`src/rtl/mem_bus_arbiter_if.sv`:
```
// Bus bundle for mem_bus_arbiter: fetch port, data port and the shared downstream SRAM-like bus.
// master = arbiter view, slave = surrounding core/memory view.
interface mem_bus_arbiter_if #(
    parameter int unsigned ADDR_W = 32,
    parameter int unsigned DATA_W = 32
);
    localparam int unsigned STRB_W = DATA_W / 8;

    // Instruction-fetch port
    logic              inst_req;
    logic [ADDR_W-1:0] inst_addr;
    logic              inst_addr_ok;
    logic              inst_data_ok;
    logic [DATA_W-1:0] inst_rdata;

    // Data-access port
    logic              data_req;
    logic              data_wr;
    logic [1:0]        data_size;
    logic [ADDR_W-1:0] data_addr;
    logic [STRB_W-1:0] data_wstrb;
    logic [DATA_W-1:0] data_wdata;
    logic              data_addr_ok;
    logic              data_data_ok;
    logic [DATA_W-1:0] data_rdata;

    // Downstream memory bus
    logic              req;
    logic              wr;
    logic [1:0]        size;
    logic [ADDR_W-1:0] addr;
    logic [STRB_W-1:0] wstrb;
    logic [DATA_W-1:0] wdata;
    logic              addr_ok;
    logic              data_ok;
    logic [DATA_W-1:0] rdata;

    modport master (
        input  inst_req, inst_addr,
        output inst_addr_ok, inst_data_ok, inst_rdata,
        input  data_req, data_wr, data_size, data_addr, data_wstrb, data_wdata,
        output data_addr_ok, data_data_ok, data_rdata,
        output req, wr, size, addr, wstrb, wdata,
        input  addr_ok, data_ok, rdata
    );

    modport slave (
        output inst_req, inst_addr,
        input  inst_addr_ok, inst_data_ok, inst_rdata,
        output data_req, data_wr, data_size, data_addr, data_wstrb, data_wdata,
        input  data_addr_ok, data_data_ok, data_rdata,
        input  req, wr, size, addr, wstrb, wdata,
        output addr_ok, data_ok, rdata
    );
endinterface

```
`src/rtl/mem_bus_arbiter.sv`:
```
// Shares one SRAM-like bus between the fetch and data ports, one outstanding transaction at a time.
// Define MEM_BUS_ARB_RR_EN for round-robin arbitration; default is fixed data-over-fetch priority.
module mem_bus_arbiter #(
    parameter int unsigned ADDR_W = 32,
    parameter int unsigned DATA_W = 32
) (
    input  logic              clk,
    input  logic              resetn,
    mem_bus_arbiter_if.master bus
);
    localparam int unsigned STRB_W = DATA_W / 8;

    localparam logic [1:0] ST_IDLE = 2'd0;
    localparam logic [1:0] ST_REQ  = 2'd1;
    localparam logic [1:0] ST_RESP = 2'd2;

    localparam logic OWN_INST = 1'b0;
    localparam logic OWN_DATA = 1'b1;

    logic [1:0]        state;
    logic [1:0]        state_nxt;
    logic              owner;
    logic              any_req_c;
    logic              pick_data_c;
    logic              grant_c;

    logic              wr_q;
    logic [1:0]        size_q;
    logic [ADDR_W-1:0] addr_q;
    logic [STRB_W-1:0] wstrb_q;
    logic [DATA_W-1:0] wdata_q;

    logic              inst_addr_ok_c;
    logic              data_addr_ok_c;
    logic              inst_data_ok_c;
    logic              data_data_ok_c;

    assign any_req_c = bus.inst_req | bus.data_req;
    assign grant_c   = (state == ST_IDLE) & any_req_c;

`ifdef MEM_BUS_ARB_RR_EN
    logic last_grant;

    // On a tie, whichever side did not win the previous grant goes first.
    assign pick_data_c = bus.data_req & (~bus.inst_req | (last_grant == OWN_INST));

    always_ff @(posedge clk) begin
        if (!resetn) begin
            last_grant <= OWN_INST;
        end else if (grant_c) begin
            last_grant <= pick_data_c;
        end
    end
`else
    assign pick_data_c = bus.data_req;
`endif

    // State register
    always_ff @(posedge clk) begin
        if (!resetn) begin
            state <= ST_IDLE;
        end else begin
            state <= state_nxt;
        end
    end

    // Next state and owner-routed handshakes; stray addr_ok/data_ok outside their phase are ignored.
    always_comb begin
        state_nxt      = state;
        inst_addr_ok_c = 1'b0;
        data_addr_ok_c = 1'b0;
        inst_data_ok_c = 1'b0;
        data_data_ok_c = 1'b0;
        case (state)
            ST_IDLE: begin
                if (any_req_c) begin
                    state_nxt = ST_REQ;
                end
            end
            ST_REQ: begin
                if (bus.addr_ok) begin
                    state_nxt      = ST_RESP;
                    inst_addr_ok_c = (owner == OWN_INST);
                    data_addr_ok_c = (owner == OWN_DATA);
                end
            end
            ST_RESP: begin
                if (bus.data_ok) begin
                    state_nxt      = ST_IDLE;
                    inst_data_ok_c = (owner == OWN_INST);
                    data_data_ok_c = (owner == OWN_DATA);
                end
            end
            default: begin
                state_nxt = ST_IDLE;
            end
        endcase
    end

    // Capture the winner's transaction at grant; held stable until the next grant.
    always_ff @(posedge clk) begin
        if (!resetn) begin
            owner   <= OWN_INST;
            wr_q    <= 1'b0;
            size_q  <= 2'd0;
            addr_q  <= '0;
            wstrb_q <= '0;
            wdata_q <= '0;
        end else if (grant_c) begin
            if (pick_data_c) begin
                owner   <= OWN_DATA;
                wr_q    <= bus.data_wr;
                size_q  <= bus.data_size;
                addr_q  <= bus.data_addr;
                wstrb_q <= bus.data_wr ? bus.data_wstrb : STRB_W'(0);
                wdata_q <= bus.data_wdata;
            end else begin
                owner   <= OWN_INST;
                wr_q    <= 1'b0;
                size_q  <= 2'd2;
                addr_q  <= bus.inst_addr;
                wstrb_q <= '0;
                wdata_q <= '0;
            end
        end
    end

    assign bus.req   = (state == ST_REQ);
    assign bus.wr    = wr_q;
    assign bus.size  = size_q;
    assign bus.addr  = addr_q;
    assign bus.wstrb = wstrb_q;
    assign bus.wdata = wdata_q;

    assign bus.inst_addr_ok = inst_addr_ok_c;
    assign bus.data_addr_ok = data_addr_ok_c;
    assign bus.inst_data_ok = inst_data_ok_c;
    assign bus.data_data_ok = data_data_ok_c;

    // Read data is mirrored to both ports; only the owner's data_ok qualifies it.
    assign bus.inst_rdata = bus.rdata;
    assign bus.data_rdata = bus.rdata;
endmodule

```
`src/flat_wrapper.sv`:
```
// flat-port wrapper written by rule: the top's interface ports become plain ports
module mem_bus_arbiter_flat 
#(
    parameter int unsigned ADDR_W = 32,
    parameter int unsigned DATA_W = 32
)
  (clk, resetn, bus_inst_req, bus_inst_addr, bus_inst_addr_ok, bus_inst_data_ok, bus_inst_rdata, bus_data_req, bus_data_wr, bus_data_size, bus_data_addr, bus_data_wstrb, bus_data_wdata, bus_data_addr_ok, bus_data_data_ok, bus_data_rdata, bus_req, bus_wr, bus_size, bus_addr, bus_wstrb, bus_wdata, bus_addr_ok, bus_data_ok, bus_rdata);
  mem_bus_arbiter_if #(.ADDR_W(ADDR_W), .DATA_W(DATA_W)) bus_i ();
  input  logic clk;
  input  logic resetn;
  input wire logic [$bits(bus_i.inst_req)-1:0] bus_inst_req;
  input wire logic [$bits(bus_i.inst_addr)-1:0] bus_inst_addr;
  output wire logic [$bits(bus_i.inst_addr_ok)-1:0] bus_inst_addr_ok;
  output wire logic [$bits(bus_i.inst_data_ok)-1:0] bus_inst_data_ok;
  output wire logic [$bits(bus_i.inst_rdata)-1:0] bus_inst_rdata;
  input wire logic [$bits(bus_i.data_req)-1:0] bus_data_req;
  input wire logic [$bits(bus_i.data_wr)-1:0] bus_data_wr;
  input wire logic [$bits(bus_i.data_size)-1:0] bus_data_size;
  input wire logic [$bits(bus_i.data_addr)-1:0] bus_data_addr;
  input wire logic [$bits(bus_i.data_wstrb)-1:0] bus_data_wstrb;
  input wire logic [$bits(bus_i.data_wdata)-1:0] bus_data_wdata;
  output wire logic [$bits(bus_i.data_addr_ok)-1:0] bus_data_addr_ok;
  output wire logic [$bits(bus_i.data_data_ok)-1:0] bus_data_data_ok;
  output wire logic [$bits(bus_i.data_rdata)-1:0] bus_data_rdata;
  output wire logic [$bits(bus_i.req)-1:0] bus_req;
  output wire logic [$bits(bus_i.wr)-1:0] bus_wr;
  output wire logic [$bits(bus_i.size)-1:0] bus_size;
  output wire logic [$bits(bus_i.addr)-1:0] bus_addr;
  output wire logic [$bits(bus_i.wstrb)-1:0] bus_wstrb;
  output wire logic [$bits(bus_i.wdata)-1:0] bus_wdata;
  input wire logic [$bits(bus_i.addr_ok)-1:0] bus_addr_ok;
  input wire logic [$bits(bus_i.data_ok)-1:0] bus_data_ok;
  input wire logic [$bits(bus_i.rdata)-1:0] bus_rdata;
  assign bus_i.inst_req = bus_inst_req;
  assign bus_i.inst_addr = bus_inst_addr;
  assign bus_inst_addr_ok = bus_i.inst_addr_ok;
  assign bus_inst_data_ok = bus_i.inst_data_ok;
  assign bus_inst_rdata = bus_i.inst_rdata;
  assign bus_i.data_req = bus_data_req;
  assign bus_i.data_wr = bus_data_wr;
  assign bus_i.data_size = bus_data_size;
  assign bus_i.data_addr = bus_data_addr;
  assign bus_i.data_wstrb = bus_data_wstrb;
  assign bus_i.data_wdata = bus_data_wdata;
  assign bus_data_addr_ok = bus_i.data_addr_ok;
  assign bus_data_data_ok = bus_i.data_data_ok;
  assign bus_data_rdata = bus_i.data_rdata;
  assign bus_req = bus_i.req;
  assign bus_wr = bus_i.wr;
  assign bus_size = bus_i.size;
  assign bus_addr = bus_i.addr;
  assign bus_wstrb = bus_i.wstrb;
  assign bus_wdata = bus_i.wdata;
  assign bus_i.addr_ok = bus_addr_ok;
  assign bus_i.data_ok = bus_data_ok;
  assign bus_i.rdata = bus_rdata;
  mem_bus_arbiter #(.ADDR_W(ADDR_W), .DATA_W(DATA_W)) u_core (.clk(clk), .resetn(resetn), .bus(bus_i));
endmodule
```
`config.mk`:
```
export PLATFORM = sky130hd
export DESIGN_NAME = mem_bus_arbiter_flat
export DESIGN_NICKNAME = d
export VERILOG_FILES = /design/src/rtl/mem_bus_arbiter_if.sv /design/src/rtl/mem_bus_arbiter.sv /design/src/flat_wrapper.sv
export SDC_FILE = /design/constraint.sdc
export NUM_CORES = 1
export LEC_CHECK = 0
export ABC_CLOCK_PERIOD_IN_PS = 1800
export CORE_MARGIN = 2
export CORE_UTILIZATION = 34
export CTS_CLUSTER_SIZE = 28
export DETAILED_ROUTE_END_ITERATION = 8
export HOLD_SLACK_MARGIN = 0.05
export PLACE_DENSITY = 0.87
export SYNTH_ARGS = -nofsm -noshare
export SYNTH_HDL_FRONTEND = slang
export SYNTH_SLANG_ARGS = --single-unit
```
`constraint.sdc`:
```
create_clock -name clk -period 1.8 [get_ports clk]
set_input_delay 0.18 -clock clk [delete_from_list [all_inputs] [get_ports clk]]
set_output_delay 0.18 -clock clk [all_outputs]
set_load 0.05 [all_outputs]
```
Word level (Yosys, flattened, before mapping)
Index checks and enable logic that the tools add are counted.
W data, S select, Z words.
- register bits after elaboration: 74
- output and inout port bits: 140
- word-level logic and storage cells: 36
- equality and inequality tests: 5
- muxes and demuxes: 19
- bitwise operators: 3
- reduce and logical (&&, ||, !) cells: 2
- operators by type and width (kind ; count):
    $mux W32 ; 2
    $mux W1 ; 10
    $mux W2 ; 4
    $mux W4 ; 2
    $pmux W2 S3 ; 1
    $ne A2 B1 Y1 const B ; 2
    $reduce_and A3 Y1 ; 1
    $eq A2 B1 Y1 const B ; 1
    $eq A2 B2 Y1 const B ; 1
    $logic_not A2 Y1 ; 1
    $ne A2 B2 Y1 const B ; 1
    $and A1 B1 Y1 ; 1
    $not A1 Y1 ; 1
    $or A1 B1 Y1 ; 1

Logic depth before layout (Yosys ltp)
- depth in word-level cells: 3
- mapped depth: 6
- depth with buffers taken out: 3

Worst setup path before layout
Ideal clock, no wire load.
- path kind: register to output
- start: reg u_core.state[0]
- end: out bus_inst_addr_ok
- data arrival time: 2.040 ns
- path slack: -0.420 ns
- cell stages (with the launch flop): 4
- path buffers: 0
- cell sequence: dfxtp_1 > nor2b_1 > nand2_1 > nor2_1
- word-level cells in the longest chain between the ends: 2
- RTL lines (element ; line ; text):
    start: declaration ; mem_bus_arbiter.sv:20 ; logic [1:0] state;
    start signal: assignment ; mem_bus_arbiter.sv:63 ; state <= state_nxt;
    $eq A2 B1 Y1 ; -- ;
    net bus_req ; flat_wrapper.sv:25 ; output wire logic [$bits(bus_i.req)-1:0] bus_req;
    $mux W1 ; mem_bus_arbiter.sv:74 ; case (state)
    end: declaration ; flat_wrapper.sv:13 ; output wire logic [$bits(bus_i.inst_addr_ok)-1:0] bus_inst_addr_ok;
The timed path passes the listed nets, and every way through them passes these cells.

Worst setup path in the final report
- start: reg u_core.wdata_q[31], in the netlist u_core.bus.wdata[31]
- end: out bus_wdata[31]
- RTL lines (element ; line ; text):
    start: declaration ; mem_bus_arbiter.sv:31 ; logic [DATA_W-1:0] wdata_q;
    start signal: assignment ; mem_bus_arbiter.sv:116 ; wdata_q <= bus.data_wdata;
    end: declaration ; flat_wrapper.sv:30 ; output wire logic [$bits(bus_i.wdata)-1:0] bus_wdata;
No word-level cell between the ends.

==> flow_summary.toml <==
[synth]
synth-adder-area-share_pct = 0
syn_area_sq_um = 3730
postSynth.asyncResetShare_pct = 0
avgSynthCellArea_sq_um = 9.23
ys.warnings.count = 0
muxShareOfSynthArea_pct = 8.59
synth_xor_area_share_pct = 0
synth_top_family_by_area = "compound AO/OA/AOI/OAI gates"
synth_nets = 545
ys_seq_elements = 74
ys_types = 25
yosys.area_share.simple_pct = 11.8
synth_edf_count = 0
synth_compound_area_share_pct = 21.7
synthCells = 404
ys_seq_area_share_pct = 39.7
ys.flop_type = "dfxtp_1"

[detailed_routing]
wl_per_cell_um = 17.6
vias = 3301
dr.pass1.iters = 4
routed_wl_mm = 11.5
antenna_left = 0
avgViaCountPerCell = 5.03
drt_iter0_markers = 139
drc = 0

[timing]
slew_violations = 0
rsz0062_at_grt = "false"
slew_headroom_pct = 63.1
skew_ns = 0.00526
clock.fmax_ghz = 0.575
setup_viol = 0
min_period_ns = 1.74
hold_viol_final = 0
fin_crit_sh_pct = 96.7
fin_tns_setup_ns = 0
worst_slew_pin_slew_ns = 0.552
fin_ws_ns = 0.0599

[cells_and_area]
fillers = 948
drive_above_1_share_pct = 8.53
n_antenna_cell = 0
nNetsFinal = 653
final_cells = 656
areaGrowthSynthToFinish_pct = 46.6
fin_util_pct = 50.6

[worst_setup_path]
end_kind = "output pin"
required_ns = 1.62
path_buf_inv = 1
worstPathMaxFanout = 2
cp.arrival_ns = 1.56
critPathMaxStageDelay_ns = 0.83
crit_slowest_cell = "clkdlybuf4s50_1"
cp_cell_sequence = "clkdlybuf4s50_1"
start_kind = "register"
cpLargestDelayFamily = "buffers and inverters"
critPathKind = "reg -> out"

[clocking]
cts_resized = 0
numCtsBuffers = 9
clkSlewWorstSetupHoldPaths_ns = 0.07
numClockSinks = 74
hold_buffers = 0
clockRootBuffer = "clkbuf_8"
h-tree-depth = 3
cts_setup_buffers = 0
cts_buffer_depth = 2
insertion_delay_ns = 0.34
tritoncts = "done"

[die]
die_y_um = 109
dieArea_sq_um = 11800
io_pins = 281
start_util_pct = 34.6
core_sq_um = 10800
num_rows = 38
die_w_um = 109

[placed_design]
gp_congestion = 0.814
hpwl_mm = 8.93
placed_cells = 641
port_buffers = 184
pre_cts_ws_ns = 0.189

[global_routing]
grt.overflow.total = 0
grt_first_pass_wirelength_mm = 17.1
grt_max_degree = 79
top_usage_layer = "met2"
grt_antenna_before_repair = 0
grt_pass1_vias = 3253
use_met1_pct = 19.9
grt_util_met3_pct = 5.68
grtUsageTotal_pct = 18.9
met2_usage_pct = 34.4

[pwr]
p_leak_nw = 2.37
peakVddDrop_uv = 505
finalPower_mw = 5.00
p_per_area_nw_per_um2 = 914

[outcome]
status = "complete, no violations"

[hold_path]
hp-class = "in -> reg"

[flow_run]
cap_violations = 0
==> sequential cells by signal, indices dropped and copies added, names as in the netlist <==
| register | count |
|---|---|
| u_core.bus.addr | 32 |
| u_core.bus.size | 2 |
| u_core.bus.wdata | 32 |
| u_core.bus.wr | 1 |
| u_core.bus.wstrb | 4 |
| u_core.owner | 1 |
| u_core.state | 2 |
==> synth_stat cells (2+ instances only) <==
cell      instances  share of area [%]
a21boi_0          6                1.2
a21boi_1         30                6.0
and3_1            2               0.34
buf_12            2                1.1
buf_2            12                1.6
buf_4            65                 13
clkbuf_1         17                1.7
dfxtp_1          74                 40
mux2i_1          32                8.6
nand2_1          45                4.5
nand3_1          32                4.3
nor2_1            3               0.30
nor2b_1           3               0.50
o211a_1          32                8.6
o21ai_0          35                4.7
o22ai_1           4               0.67
or2_1             2               0.34
==> metal layers <==
metal / share of wire [%] / up-vias
met5: 0 / -
met4: 2.2 / 0
met3: 9.2 / 19
met2: 54 / 188
met1: 35 / 1543
li1: - / 1551
==> where the power goes <==
group	internal [mW]	leakage (nW)	switching [mW]
Combinational	0.661	1.64	0.909
Clock	0.949	0.118	0.605
Sequential	1.78	0.610	0.0874
==> final cells by class <==
| type | count | area [sq um] | share of cell area (%) |
|---|---|---|---|
| clock buffer | 10 | 138 | 2.52 |
| clock inverter | 5 | 103 | 1.88 |
| multi-input combinational | 232 | 1580 | 28.9 |
| sequential | 74 | 1480 | 27.1 |
| tap | 140 | 175 | 3.20 |
| timing repair buffer | 195 | 1990 | 36.4 |
==> cell usage in the layout (no fill, tap or decap), types with 6 or more instances in the layout <==
cell | synthesis | layout
a21boi_1 | 30 | 30
a21boi_0 | 6 | 6
clkbuf_8 | 0 | 10
nand3_1 | 32 | 32
o211a_1 | 32 | 32
mux2i_1 | 32 | 32
clkdlybuf4s50_1 | 0 | 173
buf_4 | 65 | 12
dfxtp_1 | 74 | 74
o21ai_0 | 35 | 35
nand2_1 | 45 | 45
buf_12 | 2 | 8
==> logic make-up (layout without fill, tap and decap cells) <==
logic type	count (synthesis)	count (layout)
muxes	32	32
AOI/OAI and AO/OA	109	109
and+or+nand+nor	91	91
buffers and inverters	98	210
DFF	74	74
==> path summary, 6_finish.rpt <==
path                                          start                           endpoint  slack, ns  cells after the start
setup / recovery  u_core.bus.wdata[31]$_SDFFE_PN0P_                      bus_wdata[31]       0.06                      1
hold / removal                         bus_data_req          u_core.owner$_SDFFE_PN0P_       0.25                      3
setup reg to reg       u_core.state[1]$_SDFFE_PN0P_         u_core.bus.wr$_SDFFE_PN0P_       0.20                      4
hold reg to reg   u_core.bus.wdata[17]$_SDFFE_PN0P_  u_core.bus.wdata[17]$_SDFFE_PN0P_       0.48                      2
==> through the flow <==
| stage | hold slack, ns | cell area, sq um |
|---|---|---|
| 2_1_floorplan | 0.319 | 3730 |
| 3_3_place_gp | 0.361 | 5230 |
| 3_5_place_dp | 0.361 | 5230 |
| 4_1_cts | 0.230 | 5470 |
| 5_1_grt | 0.264 | 5470 |
| 6_report | 0.254 | 5470 |
Power figures use the tool's default switching activity.
